File: src/rtl/mem_port_arbiter_pkg.sv
// Shared types for the memory port arbiter: bus widths and response tags.
// Tags travel alongside each granted read so the returned word finds its owner.
package mem_port_arbiter_pkg;

    localparam int ADDR_W = 32;
    localparam int DATA_W = 64;
    localparam int STRB_W = DATA_W / 8;

    typedef enum logic {
        OWN_DATA = 1'b0,
        OWN_INST = 1'b1
    } owner_t;

    typedef struct packed {
        logic   valid;
        owner_t owner;
    } rsp_tag_t;

    localparam rsp_tag_t RSP_IDLE = '{valid: 1'b0, owner: OWN_DATA};

endpackage

File: src/rtl/mem_port_arbiter_if.sv
// Core-side data/fetch ports plus the single memory port, bundled as one bus.
// slave is the arbiter's view; master is the core/memory side.
interface mem_port_arbiter_if;
    import mem_port_arbiter_pkg::*;

    logic              flush;
    logic              d_req;
    logic [ADDR_W-1:0] d_addr;
    logic [STRB_W-1:0] d_we;
    logic [DATA_W-1:0] d_wdata;
    logic              d_gnt;
    logic              d_rvalid;
    logic [DATA_W-1:0] d_rdata;
    logic              i_req;
    logic [ADDR_W-1:0] i_addr;
    logic              i_gnt;
    logic              i_rvalid;
    logic [DATA_W-1:0] i_rdata;
    logic [ADDR_W-1:0] m_addr;
    logic [STRB_W-1:0] m_we;
    logic [DATA_W-1:0] m_wdata;
    logic [DATA_W-1:0] m_rdata;

    modport slave (
        input  flush, d_req, d_addr, d_we, d_wdata, i_req, i_addr, m_rdata,
        output d_gnt, d_rvalid, d_rdata, i_gnt, i_rvalid, i_rdata,
        output m_addr, m_we, m_wdata
    );

    modport master (
        output flush, d_req, d_addr, d_we, d_wdata, i_req, i_addr, m_rdata,
        input  d_gnt, d_rvalid, d_rdata, i_gnt, i_rvalid, i_rdata,
        input  m_addr, m_we, m_wdata
    );

endinterface

File: src/rtl/mem_port_arbiter_rsp_tag_pipe.sv
// Shift register of response tags, one stage per cycle of memory latency.
// Flush kills every in-flight fetch tag, including the one at the output stage.
module mem_port_arbiter_rsp_tag_pipe
    import mem_port_arbiter_pkg::*;
#(
    parameter int DEPTH = 1
) (
    input  logic     clk,
    input  logic     rstn,
    input  rsp_tag_t i_push,
    input  logic     i_flush,
    output logic     o_data_valid,
    output logic     o_inst_valid
);

    rsp_tag_t r_stage [DEPTH];
    rsp_tag_t w_next  [DEPTH];
    rsp_tag_t w_tail;

    // NOTE: every always_comb output gets a value before any branch; a path that leaves it unassigned infers a latch.
    always_comb begin
        w_next[0] = i_push;
        for (int k = 1; k < DEPTH; k++) begin
            w_next[k] = r_stage[k-1];
        end
        for (int k = 0; k < DEPTH; k++) begin
            if (i_flush && (w_next[k].owner == OWN_INST)) begin
                w_next[k].valid = 1'b0;
            end
        end
    end

    // NOTE: sequential state uses <= so every stage samples its neighbour's pre-edge value.
    always_ff @(posedge clk or negedge rstn) begin
        if (!rstn) begin
            for (int k = 0; k < DEPTH; k++) begin
                r_stage[k] <= RSP_IDLE;
            end
        end else begin
            for (int k = 0; k < DEPTH; k++) begin
                r_stage[k] <= w_next[k];
            end
        end
    end

    assign w_tail       = r_stage[DEPTH-1];
    assign o_data_valid = w_tail.valid && (w_tail.owner == OWN_DATA);
    assign o_inst_valid = w_tail.valid && (w_tail.owner == OWN_INST) && !i_flush;

endmodule

File: src/rtl/mem_port_arbiter.sv
// Shares one fixed-latency memory between the data port and the fetch port,
// with data-first priority, a fetch starvation override and flush of fetch responses.
module mem_port_arbiter
    import mem_port_arbiter_pkg::*;
#(
    parameter int LOAD_LATENCY = 1,
    parameter int STARVE_MAX   = 4
) (
    input  logic               clk,
    input  logic               rstn,
    mem_port_arbiter_if.slave  bus
);

    localparam int              CNT_W   = $clog2(STARVE_MAX + 1);
    localparam logic [CNT_W-1:0] CNT_MAX = CNT_W'(STARVE_MAX);

    logic [CNT_W-1:0]  r_starve_cnt;
    logic [DATA_W-1:0] r_d_rdata;
    logic [DATA_W-1:0] r_i_rdata;
    logic              w_inst_override;
    logic              w_d_gnt;
    logic              w_i_gnt;
    logic              w_d_rvalid;
    logic              w_i_rvalid;
    rsp_tag_t          w_push;

    // Grants are gated by rstn so the ports go quiet the moment reset asserts.
    assign w_inst_override = rstn && bus.i_req && !bus.flush && (r_starve_cnt == CNT_MAX);
    assign w_d_gnt         = rstn && bus.d_req && !w_inst_override;
    assign w_i_gnt         = rstn && bus.i_req && !bus.flush && !w_d_gnt;

    assign bus.d_gnt = w_d_gnt;
    assign bus.i_gnt = w_i_gnt;

    always_comb begin
        bus.m_addr  = '0;
        bus.m_we    = '0;
        bus.m_wdata = '0;
        if (w_d_gnt) begin
            bus.m_addr  = bus.d_addr;
            bus.m_we    = bus.d_we;
            bus.m_wdata = bus.d_wdata;
        end else if (w_i_gnt) begin
            bus.m_addr  = bus.i_addr;
        end
    end

    always_ff @(posedge clk or negedge rstn) begin
        if (!rstn) begin
            r_starve_cnt <= '0;
        end else if (!bus.i_req || w_i_gnt || bus.flush) begin
            r_starve_cnt <= '0;
        end else if (r_starve_cnt != CNT_MAX) begin
            r_starve_cnt <= r_starve_cnt + 1'b1;
        end
    end

    // Stores complete at grant, so only loads and fetches push a live tag.
    always_comb begin
        w_push       = RSP_IDLE;
        w_push.valid = (w_d_gnt && (bus.d_we == '0)) || w_i_gnt;
        w_push.owner = w_i_gnt ? OWN_INST : OWN_DATA;
    end

    mem_port_arbiter_rsp_tag_pipe #(
        .DEPTH (LOAD_LATENCY)
    ) u_rsp_pipe (
        .clk          (clk),
        .rstn         (rstn),
        .i_push       (w_push),
        .i_flush      (bus.flush),
        .o_data_valid (w_d_rvalid),
        .o_inst_valid (w_i_rvalid)
    );

    always_ff @(posedge clk or negedge rstn) begin
        if (!rstn) begin
            r_d_rdata <= '0;
            r_i_rdata <= '0;
        end else begin
            if (w_d_rvalid) r_d_rdata <= bus.m_rdata;
            if (w_i_rvalid) r_i_rdata <= bus.m_rdata;
        end
    end

    assign bus.d_rvalid = w_d_rvalid;
    assign bus.i_rvalid = w_i_rvalid;
    assign bus.d_rdata  = w_d_rvalid ? bus.m_rdata : r_d_rdata;
    assign bus.i_rdata  = w_i_rvalid ? bus.m_rdata : r_i_rdata;

endmodule

File: src/flat_wrapper.sv
// flat-port wrapper written by rule: the top's interface ports become plain ports
module mem_port_arbiter_flat import mem_port_arbiter_pkg::*;
#(
    parameter int LOAD_LATENCY = 1,
    parameter int STARVE_MAX   = 4
)
  (clk, rstn, bus_flush, bus_d_req, bus_d_addr, bus_d_we, bus_d_wdata, bus_i_req, bus_i_addr, bus_m_rdata, bus_d_gnt, bus_d_rvalid, bus_d_rdata, bus_i_gnt, bus_i_rvalid, bus_i_rdata, bus_m_addr, bus_m_we, bus_m_wdata);
  mem_port_arbiter_if bus_i ();
  input  logic clk;
  input  logic rstn;
  input wire logic [$bits(bus_i.flush)-1:0] bus_flush;
  input wire logic [$bits(bus_i.d_req)-1:0] bus_d_req;
  input wire logic [$bits(bus_i.d_addr)-1:0] bus_d_addr;
  input wire logic [$bits(bus_i.d_we)-1:0] bus_d_we;
  input wire logic [$bits(bus_i.d_wdata)-1:0] bus_d_wdata;
  input wire logic [$bits(bus_i.i_req)-1:0] bus_i_req;
  input wire logic [$bits(bus_i.i_addr)-1:0] bus_i_addr;
  input wire logic [$bits(bus_i.m_rdata)-1:0] bus_m_rdata;
  output wire logic [$bits(bus_i.d_gnt)-1:0] bus_d_gnt;
  output wire logic [$bits(bus_i.d_rvalid)-1:0] bus_d_rvalid;
  output wire logic [$bits(bus_i.d_rdata)-1:0] bus_d_rdata;
  output wire logic [$bits(bus_i.i_gnt)-1:0] bus_i_gnt;
  output wire logic [$bits(bus_i.i_rvalid)-1:0] bus_i_rvalid;
  output wire logic [$bits(bus_i.i_rdata)-1:0] bus_i_rdata;
  output wire logic [$bits(bus_i.m_addr)-1:0] bus_m_addr;
  output wire logic [$bits(bus_i.m_we)-1:0] bus_m_we;
  output wire logic [$bits(bus_i.m_wdata)-1:0] bus_m_wdata;
  assign bus_i.flush = bus_flush;
  assign bus_i.d_req = bus_d_req;
  assign bus_i.d_addr = bus_d_addr;
  assign bus_i.d_we = bus_d_we;
  assign bus_i.d_wdata = bus_d_wdata;
  assign bus_i.i_req = bus_i_req;
  assign bus_i.i_addr = bus_i_addr;
  assign bus_i.m_rdata = bus_m_rdata;
  assign bus_d_gnt = bus_i.d_gnt;
  assign bus_d_rvalid = bus_i.d_rvalid;
  assign bus_d_rdata = bus_i.d_rdata;
  assign bus_i_gnt = bus_i.i_gnt;
  assign bus_i_rvalid = bus_i.i_rvalid;
  assign bus_i_rdata = bus_i.i_rdata;
  assign bus_m_addr = bus_i.m_addr;
  assign bus_m_we = bus_i.m_we;
  assign bus_m_wdata = bus_i.m_wdata;
  mem_port_arbiter #(.LOAD_LATENCY(LOAD_LATENCY), .STARVE_MAX(STARVE_MAX)) u_core (.clk(clk), .rstn(rstn), .bus(bus_i));
endmodule
File: config.mk
export PLATFORM = sky130hd
export DESIGN_NAME = mem_port_arbiter_flat
export DESIGN_NICKNAME = d
export VERILOG_FILES = /design/src/rtl/mem_port_arbiter_pkg.sv /design/src/rtl/mem_port_arbiter_if.sv /design/src/rtl/mem_port_arbiter_rsp_tag_pipe.sv /design/src/rtl/mem_port_arbiter.sv /design/src/flat_wrapper.sv
export SDC_FILE = /design/constraint.sdc
export NUM_CORES = 1
export LEC_CHECK = 0
export BUFFER_PORTS_ARGS = -buffer_cell sky130_fd_sc_hd__buf_2
export CORE_AREA = 3 3 168 170
export CTS_BUF_LIST = sky130_fd_sc_hd__clkbuf_8
export CTS_CLUSTER_DIAMETER = 80
export DETAILED_ROUTE_END_ITERATION = 10
export DIE_AREA = 0 0 171 173
export PLACE_DENSITY_LB_ADDON = 0.08
export SETUP_SLACK_MARGIN = 0.1
export SYNTH_ARGS = -nofsm -noshare
export SYNTH_HDL_FRONTEND = slang
export SYNTH_SLANG_ARGS = --single-unit
File: constraint.sdc
create_clock -name clk -period 2.13 [get_ports clk]
set_input_delay 0.213 -clock clk [delete_from_list [all_inputs] [get_ports clk]]
set_output_delay 0.213 -clock clk [all_outputs]
set_load 0.02 [all_outputs]
## Word level (Yosys, flattened, before mapping)

Cells that the tools add are included.

| cells by class | value |
|---|---|
| reduce and logical (&&, ||, !) cells | 20 |
| bitwise logic cells | 1 |
| equality and inequality tests | 2 |
| $add $sub $neg | 1 |
| muxes and demuxes | 10 |

Operators by type and width:

| operator | number |
|---|---|
| $mux 64 | 3 |
| $mux 32 | 2 |
| $logic_and 1x1->1 | 11 |
| $logic_not 8->1 | 1 |
| $mux 8 | 1 |
| $mux 3 | 2 |
| $logic_not 1->1 | 4 |
| $add 3x1->3 const B | 1 |
| $eq 3x3->1 const B | 1 |
| $logic_or 1x1->1 | 3 |
| $ne 3x3->1 const B | 1 |
| $mux 1 | 2 |
| $reduce_bool 2->1 | 1 |
| $not 1->1 | 1 |

| storage, ports and cells | value |
|---|---|
| register bits | 133 |
| input port bits | 205 |
| output and inout bits | 236 |
| logic and storage cells | 39 |

## Logic depth before layout (Yosys ltp)

Gate-level depths: netlist of run 1.

| logic depth | value |
|---|---|
| depth after elaboration | 10 |
| gate-level depth with buffers | 8 |
| mapped depth without buffers | 5 |

## Cells and area by module

A second synthesis of run 1 with hierarchy kept.

| second synthesis, totals | value |
|---|---|
| cells, all modules | 418 |
| area, all modules | 5883.1 sq um |

By module, submodules not included:

| module | cells an instance | seq. area each (sq um) | area each (sq um) | times used |
|---|---|---|---|---|
| mem_port_arbiter | 413 | 3278.1 | 5810.6 | 1 |
| mem_port_arbiter_rsp_tag_pipe | 5 | 50.0 | 72.6 | 1 |

## Worst setup path after synthesis of run 1

No wires, ideal clock.

| timing | value |
|---|---|
| path kind | register to output |
| from | register u_core.r_starve_cnt[0] |
| to | output port bus_m_addr[18] |
| required time | 1.917 ns |
| path slack | 0.351 ns |
| arrival time | 1.566 ns |
| cell stages (with the launch flop) | 7 |
| path through | dfrtp_1 -> inv_1 -> ha_1 -> nand2_2 -> a211oi_4 -> buf_4 -> a22o_1 |

| on the way | value |
|---|---|
| longest elaborated chain between the ends | 8 |

Ends and longest elaborated chain:

| what | line | RTL |
|---|---|---|
| start: declaration | mem_port_arbiter.sv:17 | `logic [CNT_W-1:0] r_starve_cnt;` |
| start signal: assignment | mem_port_arbiter.sv:54 | `r_starve_cnt <= r_starve_cnt + 1'b1;` |
| $eq 3x3->1 | mem_port_arbiter.sv:28 | `assign w_inst_override = rstn && bus.i_req && !bus.flush && (r_starve_cnt == CNT_MAX);` |
| $logic_and 1x1->1 | mem_port_arbiter.sv:28 |  |
| $logic_not 1->1 | mem_port_arbiter.sv:29 | `assign w_d_gnt = rstn && bus.d_req && !w_inst_override;` |
| $logic_and 1x1->1 | mem_port_arbiter.sv:29 |  |
| $logic_not 1->1 | mem_port_arbiter.sv:30 | `assign w_i_gnt = rstn && bus.i_req && !bus.flush && !w_d_gnt;` |
| $logic_and 1x1->1 | mem_port_arbiter.sv:30 |  |
| named net bus_i_gnt | flat_wrapper.sv:22 | `output wire logic [$bits(bus_i.i_gnt)-1:0] bus_i_gnt;` |
| $mux 32 | mem_port_arbiter.sv:43 | `end else if (w_i_gnt) begin` |
| $mux 32 | mem_port_arbiter.sv:39 | `if (w_d_gnt) begin` |
| end: declaration | flat_wrapper.sv:25 | `output wire logic [$bits(bus_i.m_addr)-1:0] bus_m_addr;` |

The timed path passes the listed nets, and every way through them passes these cells.

## Final worst setup path of run 1

| timing | value |
|---|---|
| from | register u_core.r_starve_cnt[0] |
| to | output port bus_m_addr[31] |

| on the way | value |
|---|---|
| longest elaborated chain between the ends | 8 |

Ends and longest elaborated chain:

| what | line |
|---|---|
| $eq 3x3->1 (*) | mem_port_arbiter.sv:28 |
| $logic_and 1x1->1 (*) | mem_port_arbiter.sv:28 |
| $logic_not 1->1 (*) | mem_port_arbiter.sv:29 |
| $logic_and 1x1->1 (*) | mem_port_arbiter.sv:29 |
| $logic_not 1->1 | mem_port_arbiter.sv:30 |
| $logic_and 1x1->1 | mem_port_arbiter.sv:30 |
| $mux 32 | mem_port_arbiter.sv:43 |
| $mux 32 (*) | mem_port_arbiter.sv:39 |

Mark *: on every way between the ends. The rest lies on a longest branch, timed or not.

==> flow_metrics.env, run 1 <==
export IMPL_worstMarginPinSlew_ps=744
export IMPL_synthCells=419
export IMPL_synthDominantCellAreaShare_pct=56.6
export IMPL_post_drt_wl_per_cell_um=25.5
export IMPL_cp_start_kind="register"
export IMPL_cts_tree="done"
export IMPL_core_rowCount=60
export IMPL_finalMaxSlewViolations=0
export IMPL_hold_viol=0
export IMPL_drive_gt1_share_pct=75.7
export IMPL_crit_arrival_ps=2050
export IMPL_final_cell_count_no_fill=1324
export IMPL_synth_nets=626
export IMPL_cap_violations=0
export IMPL_routed_top_layer="met5"
export IMPL_dr_pass1_iters=4
export IMPL_yosysSeqAreaShare_pct=56.6
export IMPL_coreArea_um2=26900
export IMPL_grt_setup_unrepaired="yes"
export IMPL_wl_met3_mm=3.08
export IMPL_setup_slack_ps=-131
export IMPL_powerDensity_nw_per_um2=677
export IMPL_grt_max_degree=121
export IMPL_gp_congestion=1.07
export IMPL_violations="negative setup slack"
export IMPL_synth_area_um2=5880
export IMPL_grt_pass1_wl_mm=43.5
export IMPL_drt_wl_total_mm=33.7
export IMPL_hp_class="primary input to register"
export IMPL_syn_to_final_growth_pct=106
export IMPL_min_period_over_period_pct=106
export IMPL_via_count=5993
export IMPL_die_area_um2=29600
export IMPL_grt_overflow=0
export IMPL_period_needed_ps=2260
export IMPL_yosys_top_cells_area="dfrtp_1 (57%), mux2_2 (25%), and2_1 (7.7%)"
export IMPL_yosysWarnings=0
export IMPL_drt_iter0_drc=317
export IMPL_ys_types=27
export IMPL_wl_met2_mm=17.0
export IMPL_num_io_pins=441
export IMPL_synthFlopType="dfrtp_1"
export IMPL_grt_pass1_vias=6303
export IMPL_reg2reg_slack_ps=470
export IMPL_finalSetupViolCount=112
export IMPL_route_detailed_drc=0
export IMPL_syn_avg_cell_area_um2=14.0
export IMPL_viasPerCell=4.53
export IMPL_path_class="register to output pin"
export IMPL_grtUsageTotal_pct=20.5
export IMPL_io_buffer_count=440
export IMPL_setup_tns_ps=-7610
export IMPL_power_mw=8.17
export IMPL_wl_met1_mm=12.4
export IMPL_ys_top_cells_by_count="dfrtp_1 (133), mux2_2 (128), and2_1 (72), a22o_1 (32), buf_2 (19)"
export IMPL_slew_headroom_pct=50.2
export IMPL_cts_max_level=4
export IMPL_power_leakage_nw=6.38
export IMPL_critPathCaptureType="output pin"
export IMPL_clock_fmax_mhz=442
export IMPL_ant_nets=0
export IMPL_place_inst=1180
export IMPL_ys_async_sr_fraction_pct=100
export IMPL_hpwl_mm=24.2
export IMPL_synth_largest_area_cell="dfrtp_1"
export IMPL_synth_edff_count=0
export IMPL_cts_clk_slew_worst_paths_ps=80
export IMPL_vdd_drop_max_v=0.000286
export IMPL_crit_required_ps=1920
export IMPL_die_h_um=173
export IMPL_numCtsBuffers=17
export IMPL_antenna_found_initial=15
export IMPL_ys_seq_elements=133
export IMPL_worstSkewPairLatency_ps=440
export IMPL_status="complete, but fails checks"
export IMPL_synth_most_common_cell="dfrtp_1"
export IMPL_cts_root_buffer="clkbuf_8"
export IMPL_initial_core_util_pct=21.9
export IMPL_fin_skew_ps=14.2
export IMPL_numClockSinks=133
export IMPL_clockBufferDepth=2
export IMPL_die_w_um=171
export IMPL_crit_fanout=9
export IMPL_fin_nets=1174
final cells by class:
type	instances	area [um^2]
Clock buffer	17	234
Multi-Input combinational cell	254	2910
Clock inverter	15	199
Sequential cell	133	3330
Inverter	4	15.0
Antenna cell	3	7.51
Timing Repair Buffer	557	4960
Tap cell	341	427
Fill cell	2528	14800
flip-flops by register name, indices dropped and copies added (netlist names):
name                       cells
u_core.u_rsp_pipe.r_stage      2
u_core.r_i_rdata              64
u_core.r_d_rdata              64
u_core.r_starve_cnt            3
logic make-up after synthesis:
family,count (synthesis),share of synthesized area (%)
AND/OR/NAND/NOR,84,9.05
AO/OA/AOI/OAI,37,5.66
adder cells (fa/ha/maj),2,0.426
flip-flops,133,56.6
buffers and inverters,33,3.34
multiplexers,130,24.9
worst max-delay path, stage by stage (launching register included):
cell	delay, ps
dfrtp_1	410
inv_2	80
ha_4	140
nand2_4	80
o211a_4	320
clkbuf_16	190
a22o_1	230
buf_2	160
report_power, final:
| part | leakage (nW) | switching, mW | internal, mW |
|---|---|---|---|
| registers | 1.72 | 0.0964 | 2.87 |
| clock network | 0.229 | 1.09 | 1.29 |
| logic | 4.44 | 1.40 | 1.43 |
| total | 6.38 | 2.59 | 5.59 |
per-layer routing:
| layer | GRT usage (%) | vias to the layer above |
|---|---|---|
| li1 | - | 2576 |
| met1 | 21.7 | 2995 |
| met2 | 35.9 | 336 |
| met3 | 8.46 | 68 |
| met4 | 8.22 | 18 |
| met5 | 0 | - |
worst paths after layout:
| kind | start | endpoint | cells past startpoint |
|---|---|---|---|
| min in group asynchronous | rstn | u_core.r_starve_cnt[2] | 3 |
| worst max-delay path | u_core.r_starve_cnt[0] | bus_m_addr[31] | 7 |
| max in group asynchronous | rstn | u_core.r_d_rdata[27] | 3 |
| worst min-delay path | bus_m_rdata[54] | u_core.r_i_rdata[54] | 2 |
| worst max register to register | u_core.r_starve_cnt[0] | u_core.u_rsp_pipe.r_stage[1] | 9 |
| worst min register to register | u_core.r_d_rdata[34] | u_core.r_d_rdata[34] | 1 |
cells in the final DEF, fill, tap and decap left out, types with 4 or more instances in the layout:
master,n
dlygate4sd3_1,39
buf_6,173
buf_12,18
mux2_2,30
inv_6,6
buf_2,268
clkbuf_8,17
clkbuf_16,12
dfrtp_1,133
mux2_4,98
buf_4,32
buf_16,12
inv_1,4
and2_1,16
bufinv_16,4
and2_4,56
a22o_1,32
through the flow:
stage	utilization (%)	setup WS [ps]	instance area, um^2	hold WS [ps]
after CTS	39.6	-148	10600	0.704
after global placement	31.7	246	8520	73.5
after detailed placement	31.7	171	8520	75.9
after floorplan	-	351	5880	-82.6
after global routing	44.9	-207	12100	2.07
final	44.9	-131	12100	41.7
repair_timing:
action,in CTS,in global routing
hold buffers,34,5
pin swaps,4,18
cloned,11,17
hold endpoints to repair,58,6
buffers inserted,20,23
gates resized for setup,270,269
endpoints found under the setup margin,234,234
Power figures use the tool's default switching activity.
==> run 2: changes to the inputs <==
SYNTH_HIERARCHICAL = 1   (was default)
==> flow_metrics.env, run 2 <==
export IMPL_status="complete, but fails checks"
export IMPL_violations="negative setup slack"
export IMPL_numCtsBuffers=17
export IMPL_worstMarginPinSlew_ps=603
export IMPL_drt_iter0_drc=313
export IMPL_final_fill_count=2625
export IMPL_p_int_mw=5.31
export IMPL_period_needed_ps=2200
export IMPL_dr_pass1_iters=4
export IMPL_worstSkewPairLatency_ps=440
export IMPL_numClockSinks=133
export IMPL_setup_tns_ps=-4370
export IMPL_grtUsageTotal_pct=17.9
export IMPL_r2r_end="u_core/u_rsp_pipe/r_stage[1]"
export IMPL_route_detailed_drc=0
export IMPL_initial_core_util_pct=21.9
export IMPL_switchingPower_mw=2.47
export IMPL_syn_avg_cell_area_um2=14.1
export IMPL_coreArea_um2=26900
export IMPL_via_count=5637
export IMPL_synthFlopType="dfrtp_1"
export IMPL_synth_nets=625
export IMPL_cts_root_buffer="clkbuf_8"
export IMPL_pre_cts_ws_ps=197
export IMPL_crit_required_ps=1920
export IMPL_powerDensity_nw_per_um2=689
export IMPL_synth_edff_count=0
export IMPL_register_area_um2=3330
export IMPL_setup_slack_ps=-67.3
export IMPL_vdd_drop_max_v=0.000445
export IMPL_drt_wl_total_mm=30.6
export IMPL_hp_class="primary input to register"
export IMPL_ys_top_cells_by_count="dfrtp_1 (133), mux2_2 (128), and2_1 (72), a22o_1 (27), buf_2 (14)"
export IMPL_hpwl_mm=22.1
export IMPL_min_period_over_period_pct=103
export IMPL_p_sw_share_pct=31.7
export IMPL_synthCells=418
export IMPL_drive_gt1_share_pct=75.6
export IMPL_die_w_um=171
export IMPL_cts_clk_slew_worst_paths_ps=70
export IMPL_combPwrFrac_pct=35.8
export IMPL_stdcell_area_um2=11300
export IMPL_antenna_found_initial=15
export IMPL_synth_most_common_cell="dfrtp_1"
export IMPL_critPathCaptureType="output pin"
export IMPL_grt_setup_unrepaired="yes"
export IMPL_startpoint="u_core/r_starve_cnt[0]"
export IMPL_final_common_cell="buf_2"
export IMPL_core_rowCount=60
export IMPL_place_area_um2=8510
export IMPL_synth_area_um2=5880
export IMPL_post_drt_wl_per_cell_um=23.6
export IMPL_postLayoutCoreUtil_pct=42.1
export IMPL_syn_to_final_growth_pct=92.2
export IMPL_reg_top3="u_core/r_d_rdata: 64 flops, u_core/r_i_rdata: 64 flops, u_core/r_starve_cnt: 3 flops"
export IMPL_fin_nets=1139
export IMPL_cp_start_kind="register"
export IMPL_cts_max_level=4
export IMPL_synth_largest_area_cell="dfrtp_1"
export IMPL_ys_async_sr_fraction_pct=100
export IMPL_ys_types=27
export IMPL_yosysSeqAreaShare_pct=56.6
export IMPL_cts_tree="done"
export IMPL_gp_congestion=0.952
export IMPL_crit_arrival_ps=1980
export IMPL_die_h_um=173
export IMPL_grt_max_degree=67
export IMPL_clock_fmax_mhz=455
export IMPL_viasPerCell=4.36
export IMPL_grt_pass1_vias=5852
export IMPL_critPathCapture="bus_m_addr[6]"
export IMPL_grt_overflow=0
export IMPL_cap_violations=0
export IMPL_num_io_pins=441
export IMPL_yosys_top_cells_area="dfrtp_1 (57%), mux2_2 (25%), and2_1 (7.7%)"
export IMPL_path_class="register to output pin"
export IMPL_io_buffer_count=440
export IMPL_die_area_um2=29600
export IMPL_hold_viol=0
export IMPL_multiInputGateArea_um2=2750
export IMPL_finalMaxSlewViolations=0
export IMPL_r2r_start="u_core/r_starve_cnt[0]"
export IMPL_ant_nets=0
export IMPL_final_cell_mix="buf_2 (283), buf_6 (153), dfrtp_1 (133)"
export IMPL_synthDominantCellAreaShare_pct=56.6
export IMPL_reg2reg_slack_ps=290
export IMPL_yosysWarnings=6
export IMPL_grt_pass1_wl_mm=38.8
export IMPL_pwr_share_seq_pct=38.2
export IMPL_fin_skew_ps=14.0
export IMPL_finalSetupViolCount=131
export IMPL_slew_headroom_pct=59.8
export IMPL_crit_fanout=13
export IMPL_ys_seq_elements=133
export IMPL_clkPwrFrac_pct=26.0
export IMPL_clockBufferDepth=2
export IMPL_power_leakage_nw=5.84
export IMPL_rr_worst_depth=9
-- run 2: changes by cell type after synthesis, sizes merged, moves of 2 or more --
cell and delta:
buf -5, clkbuf +4, mux2i -2, or3 +2
-- run 2: worst min path at each step --
stage                    startpoint                    to  slack [ps]  depth (start not counted)
floorplan                      rstn   u_core/r_d_rdata[0]         -80                          0
global placement               rstn  u_core/r_d_rdata[63]         330                          2
detailed placement             rstn  u_core/r_i_rdata[63]         340                          2
CTS                 bus_m_rdata[50]  u_core/r_i_rdata[50]           2                          2
global route        bus_m_rdata[34]  u_core/r_d_rdata[34]           6                          2
finish              bus_m_rdata[18]  u_core/r_i_rdata[18]          40                          2
-- run 2: cells by family (layout without fill, tap and decap cells) --
logic type,count (synthesis),count (layout),share of synthesized area (%)
buffers and inverters,31,557,3.30
muxes,128,128,24.5
adders and majority gates,2,2,0.425
DFF,133,133,56.6
and+or+nand+nor,84,84,9.02
AOI/OAI and AO/OA,40,40,6.19
other,0,9,0
-- run 2: final cells by class --
cell class	count	share of cell area (%)
Clock inverter	14	1.22
Sequential cell	133	29.4
Multi-Input combinational cell	254	24.3
Antenna cell	9	0.199
Clock buffer	17	2.07
Tap cell	341	3.77
Timing Repair Buffer	523	38.9
Inverter	3	0.0996
-- run 2: per-stage QoR --
step / power (mW) / hold WS [ps] / std cells
finish: 7.78 / 41.5 / 1294
global route: 8.15 / 5.67 / 1290
CTS: 7.25 / 1.52 / 1234
floorplan: 4.14 / -82.6 / 418
global placement: 5.02 / 334 / 1181
detailed placement: 5.05 / 336 / 1181
-- run 2: power groups by stage --
stage	sequential (mW)	combinational (mW)	clock, mW
finish	2.97	2.79	2.03
global route	3.01	2.94	2.21
CTS	2.96	2.18	2.12
detailed placement	3.01	2.04	0
global placement	2.99	2.02	0
floorplan	2.98	1.17	0
-- run 2: worst max-delay path, cell delays in order, from the launching register on --
cell and delay [ps]:
dfrtp_1 390, inv_2 90, ha_4 140, nand2_4 60, o211a_4 320, clkbuf_16 200, a22o_1 200, buf_6 130
-- run 2: what timing repair did --
action                                  in CTS  in global routing
gates cloned                                 4                 20
buffers inserted                             8                 31
resized for setup                          165                289
endpoints found under the hold margin       81                  0
pin swaps                                   26                  9
endpoints found under the setup margin     234                234
hold buffers                                10                  0
-- run 2: metal layers --
metal / up-vias / share of wire (%) / track usage [%]
met1: 2806 / 37 / 18.6
met3: 44 / 8.5 / 7.20
li1: 2504 / - / -
met5: - / 0.19 / 0
met2: 273 / 53 / 32.1
met4: 10 / 1.9 / 6.57
==> run 3: changes to the inputs <==
TNS_END_PERCENT = 50   (was default)
==> flow_metrics.env, run 3 (same netlist as run 2, synthesis figures left out) <==
export IMPL_vdd_drop_max_v=0.000418
export IMPL_cp_start_kind="register"
export IMPL_crit_arrival_ps=1990
export IMPL_pwr_share_seq_pct=40.8
export IMPL_final_cell_count_no_fill=1264
export IMPL_finalSetupViolCount=97
export IMPL_grt_overflow=0
export IMPL_postLayoutCoreUtil_pct=39.4
export IMPL_grt_setup_unrepaired="yes"
export IMPL_hold_viol=0
export IMPL_switchingPower_mw=2.36
export IMPL_drive_gt1_share_pct=76.4
export IMPL_powerDensity_nw_per_um2=687
export IMPL_cts_clk_slew_worst_paths_ps=80
export IMPL_p_int_mw=4.90
export IMPL_slew_headroom_pct=60.8
export IMPL_ant_nets=0
export IMPL_fin_skew_ps=13.3
export IMPL_power_leakage_nw=5.47
export IMPL_crit_required_ps=1920
export IMPL_p_sw_share_pct=32.5
export IMPL_min_period_over_period_pct=104
export IMPL_final_cell_mix="buf_2 (320), dfrtp_1 (133), buf_6 (126)"
export IMPL_grt_pass1_wl_mm=38.6
export IMPL_io_buffer_count=440
export IMPL_initial_core_util_pct=21.9
export IMPL_place_inst=1181
export IMPL_cts_root_buffer="clkbuf_8"
export IMPL_hpwl_mm=22.1
export IMPL_viasPerCell=4.35
export IMPL_numClockSinks=133
export IMPL_clockBufferDepth=2
export IMPL_hold_slack_ps=39.8
export IMPL_clkPwrFrac_pct=27.7
export IMPL_die_h_um=173
export IMPL_fin_nets=1110
export IMPL_syn_to_final_growth_pct=79.9
export IMPL_crit_chain="inv_2 -> ha_4 -> nand2_4 -> o211a_4 -> clkbuf_16 -> a22o_1 -> buf_6"
export IMPL_power_mw=7.26
export IMPL_cp_slowest_cell="dfrtp_1"
export IMPL_path_class="register to output pin"
export IMPL_hp_class="primary input to register"
export IMPL_gp_congestion=0.952
export IMPL_grt_max_degree=67
export IMPL_path_buf_inv=3
export IMPL_status="complete, but fails checks"
export IMPL_setup_slack_ps=-76.4
export IMPL_post_drt_wl_per_cell_um=22.9
export IMPL_cts_tree="done"
export IMPL_critPathMaxStageDelay_ps=390
export IMPL_coreArea_um2=26900
export IMPL_grtUsageTotal_pct=17.8
export IMPL_die_area_um2=29600
export IMPL_final_common_cell="buf_2"
export IMPL_num_io_pins=441
export IMPL_cts_max_level=4
export IMPL_dr_pass1_iters=4
export IMPL_route_detailed_drc=0
export IMPL_multiInputGateArea_um2=2680
export IMPL_grt_pass1_vias=5853
export IMPL_die_w_um=171
export IMPL_crit_fanout=13
export IMPL_critPathCaptureType="output pin"
export IMPL_register_area_um2=3330
export IMPL_antenna_found_initial=14
export IMPL_pre_cts_ws_ps=197
export IMPL_finalMaxSlewViolations=0
export IMPL_reg_top3="u_core/r_d_rdata: 64 flops, u_core/r_i_rdata: 64 flops, u_core/r_starve_cnt: 3 flops"
export IMPL_worstMarginPinSlew_ps=588
export IMPL_violations="negative setup slack"
export IMPL_clock_fmax_mhz=453
export IMPL_drt_iter0_drc=269
export IMPL_numCtsBuffers=17
export IMPL_period_needed_ps=2210
export IMPL_combPwrFrac_pct=31.6
export IMPL_cap_violations=0
export IMPL_cp_top_family="compound AO/OA/AOI/OAI gates"
export IMPL_drt_wl_total_mm=28.9
export IMPL_via_count=5503
export IMPL_final_fill_count=2706
export IMPL_core_rowCount=60
export IMPL_worstSkewPairLatency_ps=430
## run 3: cell types whose count changed in the layout (fill, tap and decap cells not counted), moves of 2 or more
cell       change
mux2_2        +30
buf_8          -2
mux2_4        -30
clkbuf_16      -8
and2_4        +16
buf_4         -24
and2_1        -16
buf_2         +37
buf_12         -5
buf_6         -27
## run 3: cell type report
cell class                 count  share of cell area, %
sequential                   133                   31.5
timing repair buffer         494                   35.4
multi-input combinational    254                   25.3
clock inverter                14                   1.30
inverter                       3                  0.106
tap                          341                   4.03
clock buffer                  17                   2.21
antenna                        8                  0.189
## run 3: worst paths after layout
check	end	cells after the start	from	slack (ps)
max	bus_m_addr[27]	7	u_core/r_starve_cnt[0]	-80
max reg2reg	u_core/u_rsp_pipe/r_stage[1]	9	u_core/r_starve_cnt[0]	280
max in group asynchronous	u_core/r_i_rdata[6]	4	rstn	940
min	u_core/r_i_rdata[18]	2	bus_m_rdata[18]	40
min reg2reg	u_core/r_d_rdata[30]	1	u_core/r_d_rdata[30]	490
min in group asynchronous	u_core/r_d_rdata[5]	3	rstn	500
## run 3: through the flow
step / instance area, um^2 / setup TNS [ps]
2_1_floorplan: 5880 / 0
3_5_place_dp: 8510 / 0
6_report: 10600 / -3780
4_1_cts: 9550 / -7760
3_3_place_gp: 8510 / 0
5_1_grt: 10600 / -20460
## run 3: power by group through the flow
| stage | Sequential, mW | Clock (mW) | Combinational [mW] |
|---|---|---|---|
| 2_1_floorplan | 2.98 | 0 | 1.17 |
| 3_3_place_gp | 2.99 | 0 | 2.02 |
| 3_5_place_dp | 3.01 | 0 | 2.04 |
| 4_1_cts | 2.96 | 2.12 | 2.16 |
| 5_1_grt | 2.99 | 2.20 | 2.44 |
| 6_report | 2.96 | 2.01 | 2.29 |
## run 3: layer usage
layer | track usage [%] | wire, um | part of all wire (%) | up-vias
met1 | 18.5 | 10400 | 36 | 2705
met4 | 6.27 | 758 | 2.6 | 10
met2 | 32.2 | 15000 | 52 | 290
met5 | 0 | 63 | 0.22 | -
met3 | 7.11 | 2590 | 9.0 | 50
li1 | - | - | - | 2448
## run 3: repair_timing
action / 4_1_cts / 5_1_grt
cloned: 4 / 11
hold endpoints to repair: 81 / 1
hold buffers: 10 / 1
setup buffers: 8 / 10
resized for setup: 130 / 223
setup endpoints to repair: 234 / 234
pin swaps: 27 / 36
